==> config.mk <==
export PLATFORM = sky130hd
export DESIGN_NAME = ber_window_meter
export DESIGN_NICKNAME = d
export VERILOG_FILES = /design/src/rtl/ber_window_meter_pkg.sv /design/src/rtl/ber_seq_divider.sv /design/src/rtl/ber_window_meter.sv
export SDC_FILE = /design/constraint.sdc
export NUM_CORES = 2
export LEC_CHECK = 0
export ABC_AREA = 0
export CAP_MARGIN = 20
export CORE_MARGIN = 8
export CORE_UTILIZATION = 50
export DETAILED_ROUTE_END_ITERATION = 7
export GPL_ROUTABILITY_DRIVEN = 0
export PLACE_DENSITY_LB_ADDON = 0.2
export SLEW_MARGIN = 20
export SYNTH_ARGS = -nofsm -noshare
export SYNTH_HDL_FRONTEND = slang
export SYNTH_HIERARCHICAL = 1
export SYNTH_SLANG_ARGS = --single-unit
export TNS_END_PERCENT = 20
==> constraint.sdc <==
create_clock -name CLK -period 8.85 [get_ports CLK]
set_clock_uncertainty 0.15 [all_clocks]
set_input_delay 2.655 -clock CLK [delete_from_list [all_inputs] [get_ports CLK]]
set_output_delay 2.655 -clock CLK [all_outputs]
set_load 0.05 [all_outputs]
==> src/rtl/ber_window_meter_pkg.sv <==
`default_nettype none
// ============================================================================
// Module   : ber_window_meter_pkg
// Brief    : Shared constants, FSM encoding and 8-bit popcount for the BER meter
// Revision : 1.0
// ============================================================================
package ber_window_meter_pkg;

    localparam logic [63:0] RATE_SCALE = 64'd1_000_000_000;

    typedef enum logic [1:0] {
        ST_IDLE = 2'd0,
        ST_LOAD = 2'd1,
        ST_DIV  = 2'd2,
        ST_DONE = 2'd3
    } state_t;

    function automatic logic [3:0] popcount8(input logic [7:0] v);
        logic [3:0] cnt;
        cnt = '0;
        for (int i = 0; i < 8; i++) begin
            cnt = cnt + {3'b000, v[i]};
        end
        return cnt;
    endfunction

endpackage
`default_nettype wire

==> src/rtl/ber_seq_divider.sv <==
`default_nettype none
// ============================================================================
// Module   : ber_seq_divider
// Brief    : 64/32 restoring divider, one quotient bit per cycle, 32 cycles
// Revision : 1.0
// ============================================================================
module ber_seq_divider (
    input  logic        CLK,
    input  logic        RST,
    input  logic        start,
    input  logic [63:0] dividend,
    input  logic [31:0] divisor,
    output logic        done,
    output logic [31:0] quotient
);

    logic [31:0] r_rem;
    logic [31:0] r_lo;
    logic [31:0] r_divisor;
    logic [4:0]  r_cnt;
    logic        r_busy;

    logic [32:0] w_trial;
    logic        w_ge;
    logic [31:0] w_diff;

    // Caller guarantees dividend[63:32] < divisor, so the quotient fits 32 bits
    // and the running remainder never needs more than 32 bits.
    always_comb begin
        w_trial = {r_rem, r_lo[31]};
        w_ge    = (w_trial >= {1'b0, r_divisor});
        w_diff  = w_trial[31:0] - r_divisor;
    end

    always_ff @(posedge CLK or negedge RST) begin
        if (!RST) begin
            r_rem     <= '0;
            r_lo      <= '0;
            r_divisor <= '0;
            r_cnt     <= '0;
            r_busy    <= 1'b0;
        end else if (start) begin
            r_rem     <= dividend[63:32];
            r_lo      <= dividend[31:0];
            r_divisor <= divisor;
            r_cnt     <= '0;
            r_busy    <= 1'b1;
        end else if (r_busy) begin
            r_rem <= w_ge ? w_diff : w_trial[31:0];
            r_lo  <= {r_lo[30:0], w_ge};
            r_cnt <= r_cnt + 5'd1;
            if (r_cnt == 5'd31) begin
                r_busy <= 1'b0;
            end
        end
    end

    // High during the final iteration; quotient is complete after that edge.
    assign done     = r_busy && (r_cnt == 5'd31);
    assign quotient = r_lo;

endmodule
`default_nettype wire

==> src/rtl/ber_window_meter.sv <==
`default_nettype none
// ============================================================================
// Module   : ber_window_meter
// Brief    : Windowed bit-error counter producing an error rate in units of 1e-9
// Revision : 1.0
// ============================================================================
module ber_window_meter
    import ber_window_meter_pkg::*;
#(
    parameter int unsigned WINDOW_BITS = 1_000_000
) (
    input  logic        CLK,
    input  logic        RST,
    input  logic        valid_i,
    input  logic [7:0]  sent_data,
    input  logic [7:0]  recv_data,
    input  logic [3:0]  number_of_bits,
    output logic [31:0] error_rate,
    output logic        valid_o,
    output logic        busy,
    output logic        overrun
);

    logic [31:0] r_bit_cnt;
    logic [31:0] r_err_cnt;
    logic [31:0] r_bit_snap;
    logic [31:0] r_err_snap;
    state_t      r_state;
    state_t      w_state_next;

    logic        w_accept;
    logic        w_close;
    logic [7:0]  w_mask;
    logic [3:0]  w_errs;
    logic [31:0] w_bit_next;
    logic [31:0] w_err_next;
    logic [63:0] w_dividend;
    logic        w_div_start;
    logic        w_div_done;
    logic [31:0] w_quotient;

    always_comb begin
        w_accept   = valid_i && (number_of_bits != 4'd0) && (number_of_bits <= 4'd8);
        w_mask     = 8'hFF >> (4'd8 - number_of_bits);
        w_errs     = popcount8((sent_data ^ recv_data) & w_mask);
        w_bit_next = r_bit_cnt + {28'd0, number_of_bits};
        w_err_next = r_err_cnt + {28'd0, w_errs};
        w_close    = w_accept && (w_bit_next >= WINDOW_BITS);
        w_dividend = {32'd0, r_err_snap} * RATE_SCALE;
    end

    // Accumulation runs regardless of the FSM; a closing beat is fully counted.
    always_ff @(posedge CLK or negedge RST) begin
        if (!RST) begin
            r_bit_cnt <= '0;
            r_err_cnt <= '0;
        end else if (w_close) begin
            r_bit_cnt <= '0;
            r_err_cnt <= '0;
        end else if (w_accept) begin
            r_bit_cnt <= w_bit_next;
            r_err_cnt <= w_err_next;
        end
    end

    always_ff @(posedge CLK or negedge RST) begin
        if (!RST) begin
            r_bit_snap <= '0;
            r_err_snap <= '0;
            overrun    <= 1'b0;
        end else if (w_close) begin
            if (r_state == ST_IDLE) begin
                r_bit_snap <= w_bit_next;
                r_err_snap <= w_err_next;
            end else begin
                overrun <= 1'b1;
            end
        end
    end

    always_ff @(posedge CLK or negedge RST) begin
        if (!RST) begin
            r_state <= ST_IDLE;
        end else begin
            r_state <= w_state_next;
        end
    end

    always_comb begin
        w_state_next = r_state;
        w_div_start  = 1'b0;
        case (r_state)
            ST_IDLE: if (w_close) w_state_next = ST_LOAD;
            ST_LOAD: begin
                w_div_start  = 1'b1;
                w_state_next = ST_DIV;
            end
            ST_DIV:  if (w_div_done) w_state_next = ST_DONE;
            ST_DONE: w_state_next = ST_IDLE;
            default: w_state_next = ST_IDLE;
        endcase
    end

    ber_seq_divider u_divider (
        .CLK      (CLK),
        .RST      (RST),
        .start    (w_div_start),
        .dividend (w_dividend),
        .divisor  (r_bit_snap),
        .done     (w_div_done),
        .quotient (w_quotient)
    );

    always_ff @(posedge CLK or negedge RST) begin
        if (!RST) begin
            error_rate <= '0;
            valid_o    <= 1'b0;
        end else begin
            valid_o <= (r_state == ST_DONE);
            if (r_state == ST_DONE) begin
                error_rate <= w_quotient;
            end
        end
    end

    assign busy = (r_state != ST_IDLE);

endmodule
`default_nettype wire

* Word-level counts from Yosys, hierarchy flattened
Index checks and enable logic that the tools add are counted.
Widths: inputs -> output; s select.
** Word-level totals
- Bits in registers :: 266
- Input bits :: 23
- Logic and storage cells :: 69
- Output and inout port bits :: 35
** Cells by class
- Order comparisons :: 3
- Equality and inequality tests :: 6
- Add/sub/neg operators :: 12
- Multiplexer cells :: 18
- Bitwise operators :: 3
- Reductions and logical operators :: 12
- Multiply operators :: 1
- Shift-type cells :: 1
** Operators with widths (count)
- $mux 32 :: 9
- $add 32x4->32 :: 2
- $mul 32x21->53 const B :: 1
- $ge 33x32->1 :: 1
- $ge 32x20->1 const B :: 1
- $sub 32x32->32 :: 1
- $add 4x1->4 :: 4
- $mux 5 :: 2
- $and 8x8->8 :: 1
- $pmux 2 s4 :: 1
- $shr 8x4->8 const A :: 1
- $xor 8x8->8 :: 1
- $reduce_and 2->1 :: 3
- $reduce_bool 2->1 :: 3
- $add 5x1->5 const B :: 1
- $eq 5x5->1 const B :: 1
- $add 3x1->4 :: 1
- $eq 2x2->1 const B :: 2
- $le 4x4->1 const B :: 1
- $logic_and 1x1->1 :: 4
- $mux 1 :: 4
- $mux 2 :: 2
- $reduce_bool 4->1 :: 1
- $sub 4x4->4 const A :: 1
- other kinds (7) :: 7

* Logic depth before layout (Yosys ltp)
- Depth after elaboration :: 13
- Mapped depth :: 30
- Depth with buffers taken out :: 29

* Modules after synthesis
Netlist, hierarchy kept.
** By module, submodules not included
- ber_window_meter :: times used 1, cells each 2179, area an instance 21489.4 um2, sequential area each 4103.9 um2
- ber_seq_divider :: times used 1, cells each 757, area an instance 6525.0 um2, sequential area each 2552.4 um2

* Worst setup path after synthesis
No wires, ideal clock.
- Path type :: input-to-reg
- Start :: in number_of_bits[1]
- End :: reg r_err_snap[30]
- Required time :: 8.570 ns
- Library setup time :: 0.130 ns
- Slack :: 0.763 ns
- Buffers on the path :: 2
- Data arrival time :: 7.807 ns
- Cell stages on the path :: 26
- Cell sequence :: inv_1 ha_1 inv_1 ha_1 o22ai_1 a211oi_1 fa_1 inv_1 fa_1 fa_1 inv_1 fa_1 fa_1 a21o_1 a21oi_1 nor2_1 nand3_1 nor2_1 and3_1 clkbuf_1 and3_1 clkbuf_1 and2_1 xor2_1 nand2_1 o21ai_0
** Between the ends
- Longest elaborated chain between the ends :: 11
- Elaborated cells between the ends (all ways) :: 19
- Those cells by class :: add/sub (10); order compare (2); shift (1); bitwise (1); reduce/logical (5)
** Ends and longest elaborated chain
- from (decl) :: RTL line ber_window_meter.sv:17 : input logic [3:0] number_of_bits,
- $sub 4x4->4 :: RTL line ber_window_meter.sv:44 : w_mask = 8'hFF >> (4'd8 - number_of_bits);
- $shr 8x4->8 :: RTL line ber_window_meter.sv:44
- $and 8x8->8 :: RTL line ber_window_meter.sv:45 : w_errs = popcount8((sent_data ^ recv_data) & w_mask);
- $add 1x1->2 :: RTL line ber_window_meter_pkg.sv:22 : cnt = cnt + {3'b000, v[i]};
- $add 2x1->3 :: RTL line ber_window_meter_pkg.sv:22
- $add 3x1->4 :: RTL line ber_window_meter_pkg.sv:22
- $add 4x1->4 (4 in series) :: RTL line ber_window_meter_pkg.sv:22
- $add 32x4->32 :: RTL line ber_window_meter.sv:47 : w_err_next = r_err_cnt + {28'd0, w_errs};
- to (signal assigned) :: RTL line ber_window_meter.sv:74 : r_err_snap <= w_err_next;
- to (decl) :: RTL line ber_window_meter.sv:27 : logic [31:0] r_err_snap;
Several ways; a longest one is shown, not always the timed one.
A chain may end at the register's enable or synchronous reset.

* Worst setup path in the final report
- Start :: reg r_err_snap[1]
- End :: reg u_divider.r_rem[26]
** Between the ends
- Longest elaborated chain between the ends :: 2
** Ends and longest elaborated chain
- $mul 32x21->53 :: RTL line ber_window_meter.sv:49 : w_dividend = {32'd0, r_err_snap} * RATE_SCALE;
- net w_dividend[58] :: RTL line ber_window_meter.sv:37 : logic [63:0] w_dividend;
- $mux 32 :: RTL line ber_seq_divider.sv:42 : end else if (start) begin
- to (signal assigned) :: RTL line ber_seq_divider.sv:43 : r_rem <= dividend[63:32];
- to (signal assigned) :: RTL line ber_seq_divider.sv:49 : r_rem <= w_ge ? w_diff : w_trial[31:0];
- to (decl) :: RTL line ber_seq_divider.sv:17 : logic [31:0] r_rem;
The timed path passes the listed nets, and every way through them passes these cells.

==> impl_metrics.tcl <==
set metrics [dict create \
    place_area_um2 29300 \
    multi_input_area_um2 19000 \
    period_share 0.931 \
    numPortBuffers 57 \
    fill_cells 4893 \
    grt_pass1_vias 21800 \
    tritoncts "yes" \
    layout.nets 3619 \
    hold_violations 0 \
    fin_tns_setup_ns 0 \
    cap_violations 0 \
    met2_usage 0.382 \
    min_from "r_bit_snap[24]$_DFFE_PN0P_" \
    reg2reg_to "u_divider/r_rem[26]$_DFFE_PN0P_" \
    rsz0062_at_grt "no" \
    tightest_slew_ns 1.03 \
    path_class "reg -> reg" \
    synth_sequential_area_ratio 0.238 \
    synth_most_common_cell "inv_1" \
    fmax_ghz 0.121 \
    cts_sinks 266 \
    status "completed" \
    grt.met3_usage 0.0293 \
    core_area_um2 55200 \
    hold_depth 2 \
    grt_first_pass_wirelength_um 116000 \
    slowest_stage "dfrtp_1" \
    hold_class "reg -> reg" \
    max_stage_delay_ns 0.63 \
    dieArea_um2 63900 \
    cts_max_level 1 \
    grt_antenna_before_repair 0 \
    min_to "r_bit_snap[24]$_DFFE_PN0P_" \
    r2r_start "r_err_snap[1]$_DFFE_PN0P_" \
    cts_resized 0 \
    maxSlewViolCount 0 \
    row_count 86 \
    final_cell_area_um2 30500 \
    grt_util_met1 0.302 \
    synth_area_um2 28000 \
    synth_top_area_frac 0.238 \
    synth_edf_count 0 \
    drt_iter0_drc 1464 \
    yosysWarnings 6 \
    cts_made_buffers 31 \
    post-dp-hpwl_um 55700 \
    path_buf_inv 3 \
    drt_pre_antenna_iters 6 \
    top_usage_layer "met2" \
    grt_max_degree 117 \
    yosys_register_bits 266 \
    drc 0 \
    fp.dieH_um 253 \
    crit_top_cell "fa_1" \
    syn_inst 2936 \
    synth.avg_cell_area_um2 9.54 \
    synth_area_leaders "dfrtp_1 24%, fa_1 23%, ha_1 14%" \
    critPathMaxFanout 8 \
    initial_core_util 0.508 \
    seq_area_um2 6660 \
    diodes 0 \
    synthFlopType "dfrtp_1" \
    clock-root-buffer "clkbuf_16" \
    cp.arrival_ns 8.56 \
    finalSetupViolations 0 \
    clk_latency_ns 0.59 \
    cp-start-kind "flop" \
    ff2ff_path_depth 26 \
    critPathLaunch "r_err_snap[1]$_DFFE_PN0P_" \
    syn_to_final_growth_pct 8.70 \
    async_reset_ff_frac 1.00 \
    layout-drive-gt1-share 0.0513 \
    cts_setup_buffers 0 \
    io_pins 58 \
    yosysTopAreaCell "dfrtp_1" \
    grtUsageTotal 0.226 \
    critPathRequiredTime_ns 9.17 \
    ant_nets 0 \
    hold_buffers 0 \
    end_kind "flop" \
    r2r_setup_slack_ns 0.61 \
    vias_per_cell 5.50 \
    slew_headroom 0.314 \
    overflow 0 \
    clkTransAtPathRegs_ns 0.07 \
    synthDistinctLibCells 89 \
    cp_top_family "adder cells" \
    wl_um 69900 \
    min_period_ns 8.24 \
    die_w_um 253 \
    synthTopCellsByCount "516 x inv_1, 319 x fa_1, 318 x ha_1" \
    vias 20500 \
    routedWlPerCell_um 18.7 \
    max-clock-path-buffers 3 \
]
-- registers in the layout, summed over array words and instances, names as in the netlist --
name                 cells
u_divider/quotient      32
u_divider/r_cnt          5
valid_o                  1
u_divider/r_divisor     32
r_err_cnt               32
r_bit_snap              32
r_err_snap              32
r_state                  2
error_rate              32
u_divider/r_rem         32
r_bit_cnt               32
u_divider/r_busy         1
overrun                  1
-- layer usage --
metal / wire length (um) / vias up
met5: 0 / -
met4: 2300 / 0
met2: 33800 / 567
met1: 30100 / 10100
met3: 3700 / 129
li1: - / 9700
-- how the worst max path moves through the flow --
stage | to | slack (ns) | cells after the start
floorplan | r_err_snap[30]$_DFFE_PN0P_ | 0.76 | 26
global placement | r_err_snap[30]$_DFFE_PN0P_ | 0.31 | 25
detailed placement | r_err_snap[30]$_DFFE_PN0P_ | 0.25 | 25
CTS | u_divider/r_rem[26]$_DFFE_PN0P_ | 0.69 | 26
global route | u_divider/r_rem[26]$_DFFE_PN0P_ | 0.15 | 26
finish | u_divider/r_rem[26]$_DFFE_PN0P_ | 0.61 | 26
-- final cells by class --
type                       instances  share of cell area
clock buffer                      38              0.0273
clock inverter                    19             0.00912
inverter                         516              0.0636
multi-input combinational       2059               0.624
sequential                       266               0.219
tap                              748              0.0307
timing repair buffer              85              0.0266
-- cells in the final DEF (no fill, tap or decap), types with 5 or more instances in the layout --
| master | netlist | routed |
|---|---|---|
| nand4_1 | 18 | 18 |
| nor3_1 | 17 | 17 |
| nor2b_1 | 32 | 32 |
| o21bai_1 | 16 | 16 |
| inv_1 | 516 | 516 |
| o21ai_0 | 203 | 203 |
| a21oi_1 | 118 | 118 |
| clkdlybuf4s50_1 | 0 | 56 |
| ha_1 | 318 | 316 |
| clkbuf_16 | 0 | 31 |
| mux2i_1 | 39 | 39 |
| a211oi_1 | 21 | 21 |
| xor2_1 | 67 | 67 |
| mux2_2 | 36 | 36 |
| bufinv_16 | 0 | 6 |
| o21a_1 | 13 | 13 |
| a21o_1 | 34 | 34 |
| dfrtp_1 | 266 | 265 |
| clkinv_2 | 0 | 7 |
| or3_1 | 5 | 5 |
| fa_1 | 319 | 319 |
| nand2b_1 | 10 | 10 |
| a31oi_1 | 11 | 11 |
| buf_4 | 4 | 26 |
| o221ai_1 | 6 | 6 |
| o31ai_1 | 51 | 51 |
| nand2_1 | 270 | 270 |
| xnor2_1 | 85 | 85 |
| and3_1 | 26 | 26 |
| nand3_1 | 62 | 62 |
| nor2_1 | 104 | 104 |
| and2_1 | 26 | 26 |
| o211ai_1 | 16 | 16 |
| o21ai_1 | 24 | 24 |
| nor3b_1 | 5 | 5 |
| conb_1 | 1 | 11 |
-- kinds of logic after synthesis --
family / count (synthesis) / synth area share
multiplexers: 75 / 0.0284
XOR/XNOR: 152 / 0.0475
buffers and inverters: 621 / 0.0863
AND/OR/NAND/NOR: 607 / 0.102
other: 1 / 0.000134
AO/OA/AOI/OAI: 577 / 0.128
adder cells (fa/ha/maj): 637 / 0.370
flip-flops: 266 / 0.238
-- worst reg2reg max path: stages (launching register included) --
cell and delay, ns:
dfrtp_1 0.63, inv_1 0.17, fa_1 0.58, fa_1 0.45
fa_1 0.52, fa_1 0.54, fa_1 0.53, fa_1 0.55
inv_1 0.06, fa_1 0.47, ha_1 0.37, a21oi_1 0.31
o211ai_1 0.15, a21oi_1 0.21, nand3b_1 0.13, o311ai_0 0.14
buf_4 0.18, o22a_1 0.26, o21ai_0 0.45, o21a_1 0.30
o311ai_0 0.17, a21oi_1 0.20, xnor2_1 0.09, nand2_1 0.13
o21ai_0 0.11, a31oi_1 0.19, nand2_1 0.08
-- through the flow --
step | setup WS [ns] | hold WS [ns] | cells | utilization
floorplan | 0.763 | 0.290 | 2946 | -
CTS | 0.686 | 0.329 | 3730 | 0.551
global placement | 0.311 | 0.307 | 3673 | 0.531
detailed placement | 0.254 | 0.315 | 3673 | 0.531
global route | 0.148 | 0.342 | 3731 | 0.552
finish | 0.610 | 0.325 | 3731 | 0.552
Power is left out: the tool's default activity adds up to more than one toggle a clock period on the data nets, which glitch-free logic cannot reach.
